==> src/rtl/qspi_arbiter.sv <==
`default_nettype none
// ---------------------------------------------------------------------------
// qspi_arbiter : round-robin arbiter sharing one QSPI flash read port
//                between NUM_REQ APB-style requesters.
// Rev 1.0
// ---------------------------------------------------------------------------
module qspi_arbiter #(
  parameter int         NUM_REQ = 2,
  parameter logic [7:0] WIN_HI  = 8'h20
) (
  input  logic                       s_pclk,
  input  logic                       s_preset,
  input  logic [NUM_REQ-1:0]         req_psel,
  input  logic [NUM_REQ-1:0]         req_pwrite,
  input  logic [NUM_REQ*32-1:0]      req_paddr,
  output logic [NUM_REQ-1:0]         req_pready,
  output logic [31:0]                req_prdata,
  output logic                       req_pslverr,
  output logic                       m_psel,
  output logic [31:0]                m_paddr,
  input  logic                       m_pready,
  input  logic [31:0]                m_prdata,
  output logic [$clog2(NUM_REQ)-1:0] grant_id,
  output logic                       busy
);

  localparam int c_IDW = $clog2(NUM_REQ);

  localparam logic [1:0] c_ST_ARB   = 2'd0;
  localparam logic [1:0] c_ST_FLASH = 2'd1;
  localparam logic [1:0] c_ST_LOCAL = 2'd2;
  localparam logic [1:0] c_ST_RESP  = 2'd3;

  logic [1:0]         r_state;
  logic [c_IDW-1:0]   r_rr_ptr;
  logic [c_IDW-1:0]   r_grant_id;
  logic               r_m_psel;
  logic [31:0]        r_m_paddr;
  logic [NUM_REQ-1:0] r_req_pready;
  logic [31:0]        r_req_prdata;
  logic               r_req_pslverr;

  logic               w_found;
  logic [c_IDW-1:0]   w_win;
  logic [31:0]        w_win_addr;
  logic               w_win_wr;
  logic               w_err;
  logic [NUM_REQ-1:0] w_onehot;

  // (base + off) mod NUM_REQ, valid because both operands are below NUM_REQ
  function automatic logic [c_IDW-1:0] f_wrap(input logic [c_IDW-1:0] base, input int off);
    logic [c_IDW:0] s;
    s = {1'b0, base} + (c_IDW+1)'(off);
    if (s >= (c_IDW+1)'(NUM_REQ)) s = s - (c_IDW+1)'(NUM_REQ);
    return s[c_IDW-1:0];
  endfunction

  // Scan from the highest offset down so the offset closest to rr_ptr wins.
  always_comb begin
    w_found = 1'b0;
    w_win   = '0;
    for (int k = NUM_REQ - 1; k >= 0; k--) begin
      if (req_psel[f_wrap(r_rr_ptr, k)]) begin
        w_found = 1'b1;
        w_win   = f_wrap(r_rr_ptr, k);
      end
    end
  end

  always_comb begin
    w_win_addr = '0;
    w_win_wr   = 1'b0;
    w_onehot   = '0;
    for (int i = 0; i < NUM_REQ; i++) begin
      if (w_win == c_IDW'(i)) begin
        w_win_addr = req_paddr[i*32 +: 32];
        w_win_wr   = req_pwrite[i];
      end
      w_onehot[i] = (r_grant_id == c_IDW'(i));
    end
  end

  assign w_err = w_win_wr | (w_win_addr[31:24] != WIN_HI);

  always_ff @(posedge s_pclk) begin
    if (s_preset) begin
      r_state       <= c_ST_ARB;
      r_rr_ptr      <= '0;
      r_grant_id    <= '0;
      r_m_psel      <= 1'b0;
      r_m_paddr     <= '0;
      r_req_pready  <= '0;
      r_req_prdata  <= '0;
      r_req_pslverr <= 1'b0;
    end else begin
      case (r_state)
        c_ST_ARB: begin
          if (w_found) begin
            r_m_paddr  <= w_win_addr;
            r_grant_id <= w_win;
            if (w_err) begin
              r_state <= c_ST_LOCAL;
            end else begin
              r_state  <= c_ST_FLASH;
              r_m_psel <= 1'b1;
            end
          end
        end
        c_ST_FLASH: begin
          // psel must drop with the pready edge or the controller restarts
          if (m_pready) begin
            r_m_psel      <= 1'b0;
            r_req_prdata  <= m_prdata;
            r_req_pslverr <= 1'b0;
            r_req_pready  <= w_onehot;
            r_state       <= c_ST_RESP;
          end
        end
        c_ST_LOCAL: begin
          r_req_prdata  <= 32'h0;
          r_req_pslverr <= 1'b1;
          r_req_pready  <= w_onehot;
          r_state       <= c_ST_RESP;
        end
        default: begin
          r_req_pready <= '0;
          r_rr_ptr     <= f_wrap(r_grant_id, 1);
          r_state      <= c_ST_ARB;
        end
      endcase
    end
  end

  assign req_pready  = r_req_pready;
  assign req_prdata  = r_req_prdata;
  assign req_pslverr = r_req_pslverr;
  assign m_psel      = r_m_psel;
  assign m_paddr     = r_m_paddr;
  assign grant_id    = r_grant_id;
  assign busy        = (r_state != c_ST_ARB);

endmodule
`default_nettype wire

==> config.mk <==
export PLATFORM = sky130hd
export DESIGN_NAME = qspi_arbiter
export DESIGN_NICKNAME = d
export VERILOG_FILES = /design/src/rtl/qspi_arbiter.sv
export SDC_FILE = /design/constraint.sdc
export NUM_CORES = 1
export LEC_CHECK = 0
export CAP_MARGIN = 20
export CORE_ASPECT_RATIO = 1.2
export CORE_UTILIZATION = 29
export CTS_BUF_LIST = sky130_fd_sc_hd__clkbuf_16
export DETAILED_ROUTE_END_ITERATION = 7
export GPL_ROUTABILITY_DRIVEN = 1
export PLACE_DENSITY_LB_ADDON = 0.25
export RECOVER_POWER = 25
export SYNTH_ARGS = -nofsm -noshare
export SYNTH_HDL_FRONTEND = slang
export SYNTH_SLANG_ARGS = --single-unit
==> constraint.sdc <==
create_clock -name s_pclk -period 1.7 [get_ports s_pclk]
set_input_delay 0.51 -clock s_pclk [delete_from_list [all_inputs] [get_ports s_pclk]]
set_output_delay 0.51 -clock s_pclk [all_outputs]
set_load 0.05 [all_outputs]
# [Yosys cells after proc, flatten, opt, wreduce, memory -nomap -nowiden]
# Index checks and enable logic that the tools add are counted.
[word_totals] reg_bits=72 input_bits=103 output_inout_bits=70 elab_cells=63
[classes] add_sub_neg=5 n_lt_le_gt_ge=5 n_eq_ne=6 muxes=26 n_bitwise=3 reduce_logical=10
[ops] operator="32-bit two-way mux" n=2
[ops] operator="32-bit one-hot mux with 2 select lines" n=1
[ops] operator="1-bit two-way mux" n=15
[ops] operator="2-bit one-hot mux with 3 select lines" n=2
[ops] operator="2-bit two-way mux" n=4
[ops] operator="8-bit by 6-bit != test with 1-bit output, second input constant" n=1
[ops] operator="2-bit AND reduction" n=4
[ops] operator="2-bit != test, second input constant" n=3
[ops] operator="2-bit nonzero test" n=3
[ops] operator="1-bit by 1-bit adder with 2-bit output, second input constant" n=2
[ops] operator="2-bit greater-or-equal comparator, second input constant" n=2
[ops] operator="1-bit by 2-bit less-than comparator with 1-bit output, second input constant" n=2
[ops] operator="1-bit one-hot mux with 2 select lines" n=2
[ops] operator="4-bit AND reduction" n=1
[ops] operator="3-bit OR reduction" n=1
[ops] operator="1-bit subtractor, second input constant" n=3
[ops] operator="2-bit by 1-bit == test with 1-bit output, second input constant" n=1
[ops] operator="2-bit == test, second input constant" n=1
[ops] operator="1-bit by 2-bit greater-or-equal comparator with 1-bit output, second input constant" n=1
[ops] operator="2-bit logical NOT" n=1
[ops] operator="1-bit NOT" n=2
[ops] operator="1-bit OR" n=1

# [Logic depth before layout (Yosys ltp)]
[depth] depth_word=13 ltp_mapped=9 mapped_depth_nobuf=7

# [Least setup slack after synthesis]
# No wires, ideal clock.
[synth_timing] path_type="register -> register" startpoint="register r_state[0]" endpoint="register r_m_paddr[10] (netlist: m_paddr[10])" setup_ps=86 t_arrival_ps=1717 t_required_ps=1614 slack_ps=-103 stages_incl_launch_ff=9 path_buffers=2 period_less_slack_ps=1803 cell_sequence="dfxtp_1 -> inv_1 -> ha_1 -> inv_1 -> nor2_1 -> buf_2 -> buf_2 -> nor2_1 -> a211oi_1"
[synth_via] elab_chain_len=2
[synth_rtl] item="start, declared" line="34" rtl="logic [1:0] r_state;"
[synth_rtl] item="start signal, assigned" line="87" rtl="r_state <= c_ST_ARB;"
[synth_rtl] item="start signal, assigned" line="102" rtl="r_state <= c_ST_LOCAL;"
[synth_rtl] item="start signal, assigned" line="104" rtl="r_state <= c_ST_FLASH;"
[synth_rtl] item="2-bit logical NOT" line="96" rtl="case (r_state)"
[synth_rtl] item="2-bit AND reduction (no source line)"
[synth_rtl] item="end signal, assigned" line="99" rtl="r_m_paddr <= w_win_addr;"
[synth_rtl] item="end, declared" line="38" rtl="logic [31:0] r_m_paddr;"
# No other way between the ends.
# A chain may end at the register's enable or synchronous reset.

# [Worst setup path in the final report]
[layout_timing] startpoint="register r_state[0]" endpoint="output busy"
[layout_via] elab_chain_len=1
[layout_rtl] item="2-bit nonzero test" line="140" rtl="assign busy = (r_state != c_ST_ARB);"
[layout_rtl] item="end, declared" line="24" rtl="output logic busy"
# No other way between the ends.

==> impl_metrics.json <==
{
  "status": "completed",
  "worst_ep_required_time_ns": 1.19,
  "slowest_delay_ns": 0.36,
  "hpwl_mm": 6.86,
  "wl_per_cell_um": 14.8,
  "setup-tns-final_ns": 0,
  "setup_viol": 0,
  "num_io_pins": 173,
  "fin_nets": 638,
  "routed_wl_mm": 9.78,
  "startpoint_type": "flop",
  "grt_pass1_wl_mm": 15.0,
  "dieArea_um2": 11200,
  "first_global_vias": 3089,
  "die_h_um": 116,
  "start_util": 0.298,
  "syn_avg_cell_area_um2": 8.82,
  "leakage_nw": 2.57,
  "syn_inst": 355,
  "portBuffers": 172,
  "grt_start_max_net_pins": 73,
  "fin_cells": 662,
  "skew_ns": 0.00498,
  "cts.clk_slew.worst_paths_ns": 0.05,
  "ff2ff_path_depth": 7,
  "viasPerCell": 5.00,
  "met2_usage": 0.315,
  "area_delta_synth_final_pct": 97.6,
  "worst-path-stages": 4,
  "ant_nets": 0,
  "synth_seq_cells": 72,
  "n_antenna_cell": 0,
  "drc_errors": 0,
  "grt_use_met1": 0.180,
  "end_kind": "primary output",
  "core_area_um2": 10500,
  "crit_fanout": 3,
  "hold_path_depth": 2,
  "numCtsBuffers": 9,
  "min_path_type": "flop to flop",
  "powerDensity_nw_per_um2": 1560,
  "rsz0062_at_grt": "true",
  "antenna_found_initial": 0,
  "cpLargestDelayFamily": "flip-flops",
  "worstPathCellList": "inv_4 > ha_4 > clkinvlp_4 > buf_12",
  "total_power_mw": 9.65,
  "synth_cell_types": 31,
  "netlist_area_um2": 3130,
  "critPathKind": "flop to primary output",
  "track_usage": 0.170,
  "peakVddDrop_v": 0.000866,
  "fin_util": 0.588,
  "drt_pass1_iterations": 5,
  "fmax_ghz": 0.594,
  "grt.busiest_layer": "met2",
  "layout-drive-gt1-share": 0.231,
  "drv_slew": 0,
  "cts-root-buf": "clkbuf_16",
  "gr-total-overflow": 0,
  "period_minus_slack_ns": 1.68,
  "cts.sinks": 72,
  "use_met3": 0.0476,
  "row_count": 41,
  "vias": 3310,
  "tritoncts": "built",
  "syn_nets": 462,
  "clock_latency_ns": 0.33,
  "ys_seq_area_frac": 0.460,
  "dp.cells": 642,
  "yosys_warnings": 0,
  "cts-htree-levels": 3,
  "period_share": 0.991,
  "die_w_um": 96.9,
  "crit_path_top_delay_cell": "dfxtp_4",
  "worst-path-buf-inv": 3,
  "drt_iter0_drc": 113,
  "relSlewSlack": 0.780,
  "hold_violations": 0,
  "critPathArrivalTime_ns": 1.17,
  "clockBufferDepth": 2,
  "drv_cap": 0,
  "worst_pin_slew_ns": 0.329,
  "gp_congestion": 0.761
}
## per-stage QoR
stage	hold WS [ns]	worst slack (ns)	area, µm²
final	0.512	0.0154	6190
after CTS	0.511	0.00692	6100
after global placement	0.496	-0.363	5750
after floorplan	0.481	0.000174	3160
after detailed placement	0.505	-0.406	5750
after global routing	0.530	-0.0320	6190
## sequential cells by signal, summed over array words and instances, names as in the netlist
signal / count
grant_id: 1
m_psel: 1
m_paddr: 32
r_state: 2
r_rr_ptr: 1
req_prdata: 32
req_pslverr: 1
req_pready: 2
## routing by layer
| layer | part of all wire | routed length (µm) | vias to the layer above |
|---|---|---|---|
| met4 | 0.017 | 164 | 0 |
| met1 | 0.39 | 3830 | 1532 |
| met3 | 0.067 | 655 | 14 |
| met2 | 0.52 | 5120 | 138 |
| li1 | - | - | 1626 |
| met5 | 0 | 0 | - |
## cell usage after synthesis (all sizes together)
cell type / instances / share of area
nor2: 90 / 0.11
dfxtp: 72 / 0.46
mux2i: 33 / 0.11
a211oi: 32 / 0.077
a22oi: 32 / 0.077
a21oi: 25 / 0.040
clkbuf: 16 / 0.019
buf: 13 / 0.025
inv: 6 / 0.0072
ha: 4 / 0.016
nor2b: 4 / 0.0088
nor3: 4 / 0.0064
o21ai: 4 / 0.0064
nand2: 3 / 0.0036
nand2b: 2 / 0.0040
nand3: 2 / 0.0032
nor4b: 2 / 0.0056
a21o: 1 / 0.0024
a221oi: 1 / 0.0028
a31oi: 1 / 0.0020
and2: 1 / 0.0020
nor3b: 1 / 0.0024
o2111ai: 1 / 0.0028
o22ai: 1 / 0.0020
o31ai: 1 / 0.0040
or2: 1 / 0.0020
or3: 1 / 0.0020
or4b: 1 / 0.0032
## cell families (layout without fill, tap and decap cells)
group	Yosys count	in the layout	synth area share
flops	72	72	0.460
mux	33	33	0.105
fa+ha+maj	4	4	0.0160
buf+inv	35	213	0.0515
compound gates	99	99	0.216
simple gates	112	112	0.151
## power breakdown
group	internal [mW]	switching [mW]	leakage [nW]
combinational	2.60	2.90	1.86
sequential	2.12	0.454	0.591
clock	0.940	0.641	0.117
## timing repair
item,CTS,global route
hold buffers,0,0
pin swaps,5,9
setup buffers,3,2
cloned,2,0
gates resized for setup,17,18
endpoints found under the setup margin,27,21
## worst register-to-register path: stages, from the launching register on
cell	delay, ns
dfxtp_4	0.36
inv_4	0.06
ha_4	0.15
clkinvlp_4	0.11
buf_6	0.14
nor2_4	0.14
or4b_4	0.48
a21oi_2	0.13
## path summary, 6_finish.rpt
| check | startpoint | to | slack (ns) |
|---|---|---|---|
| worst max-delay path | r_state[0] | busy | 0.02 |
| worst min-delay path | req_pready[1] | req_pready[1] | 0.51 |
| worst max register to register | r_state[0] | r_state[1] | 0.06 |
| worst min register to register | req_pready[1] | req_pready[1] | 0.51 |
## layout by cell type, fill, tap and decap left out, types with 2 or more instances in the layout
cell type        instances
nor2b_1                  2
ha_1                     2
dlymetal6s2s_1           7
inv_4                    2
inv_1                    2
nor3_1                   4
clkinv_1                 4
nor2b_4                  2
a22oi_1                 32
clkdlybuf4s50_1         92
buf_4                   16
clkbuf_16                9
dfxtp_1                 70
buf_12                  73
nor2_1                  89
a21oi_1                 24
nor4b_4                  2
a211oi_1                32
mux2i_1                 33
nand2_1                  2
nand3_1                  2
o21ai_0                  4
ha_4                     2
clkinvlp_4               3
dlygate4sd2_1            2
## area by class of cell
cell class	instances	area, µm²
well taps	129	161
repair inverters	1	7.51
clock inverters	4	15.0
repair buffers	193	2660
clock buffers	9	225
multi-input cells	248	1640
flip-flops and latches	72	1450
fillers	926	4330
inverters	6	35.0
Note: power is estimated with default switching activity, not from simulation.
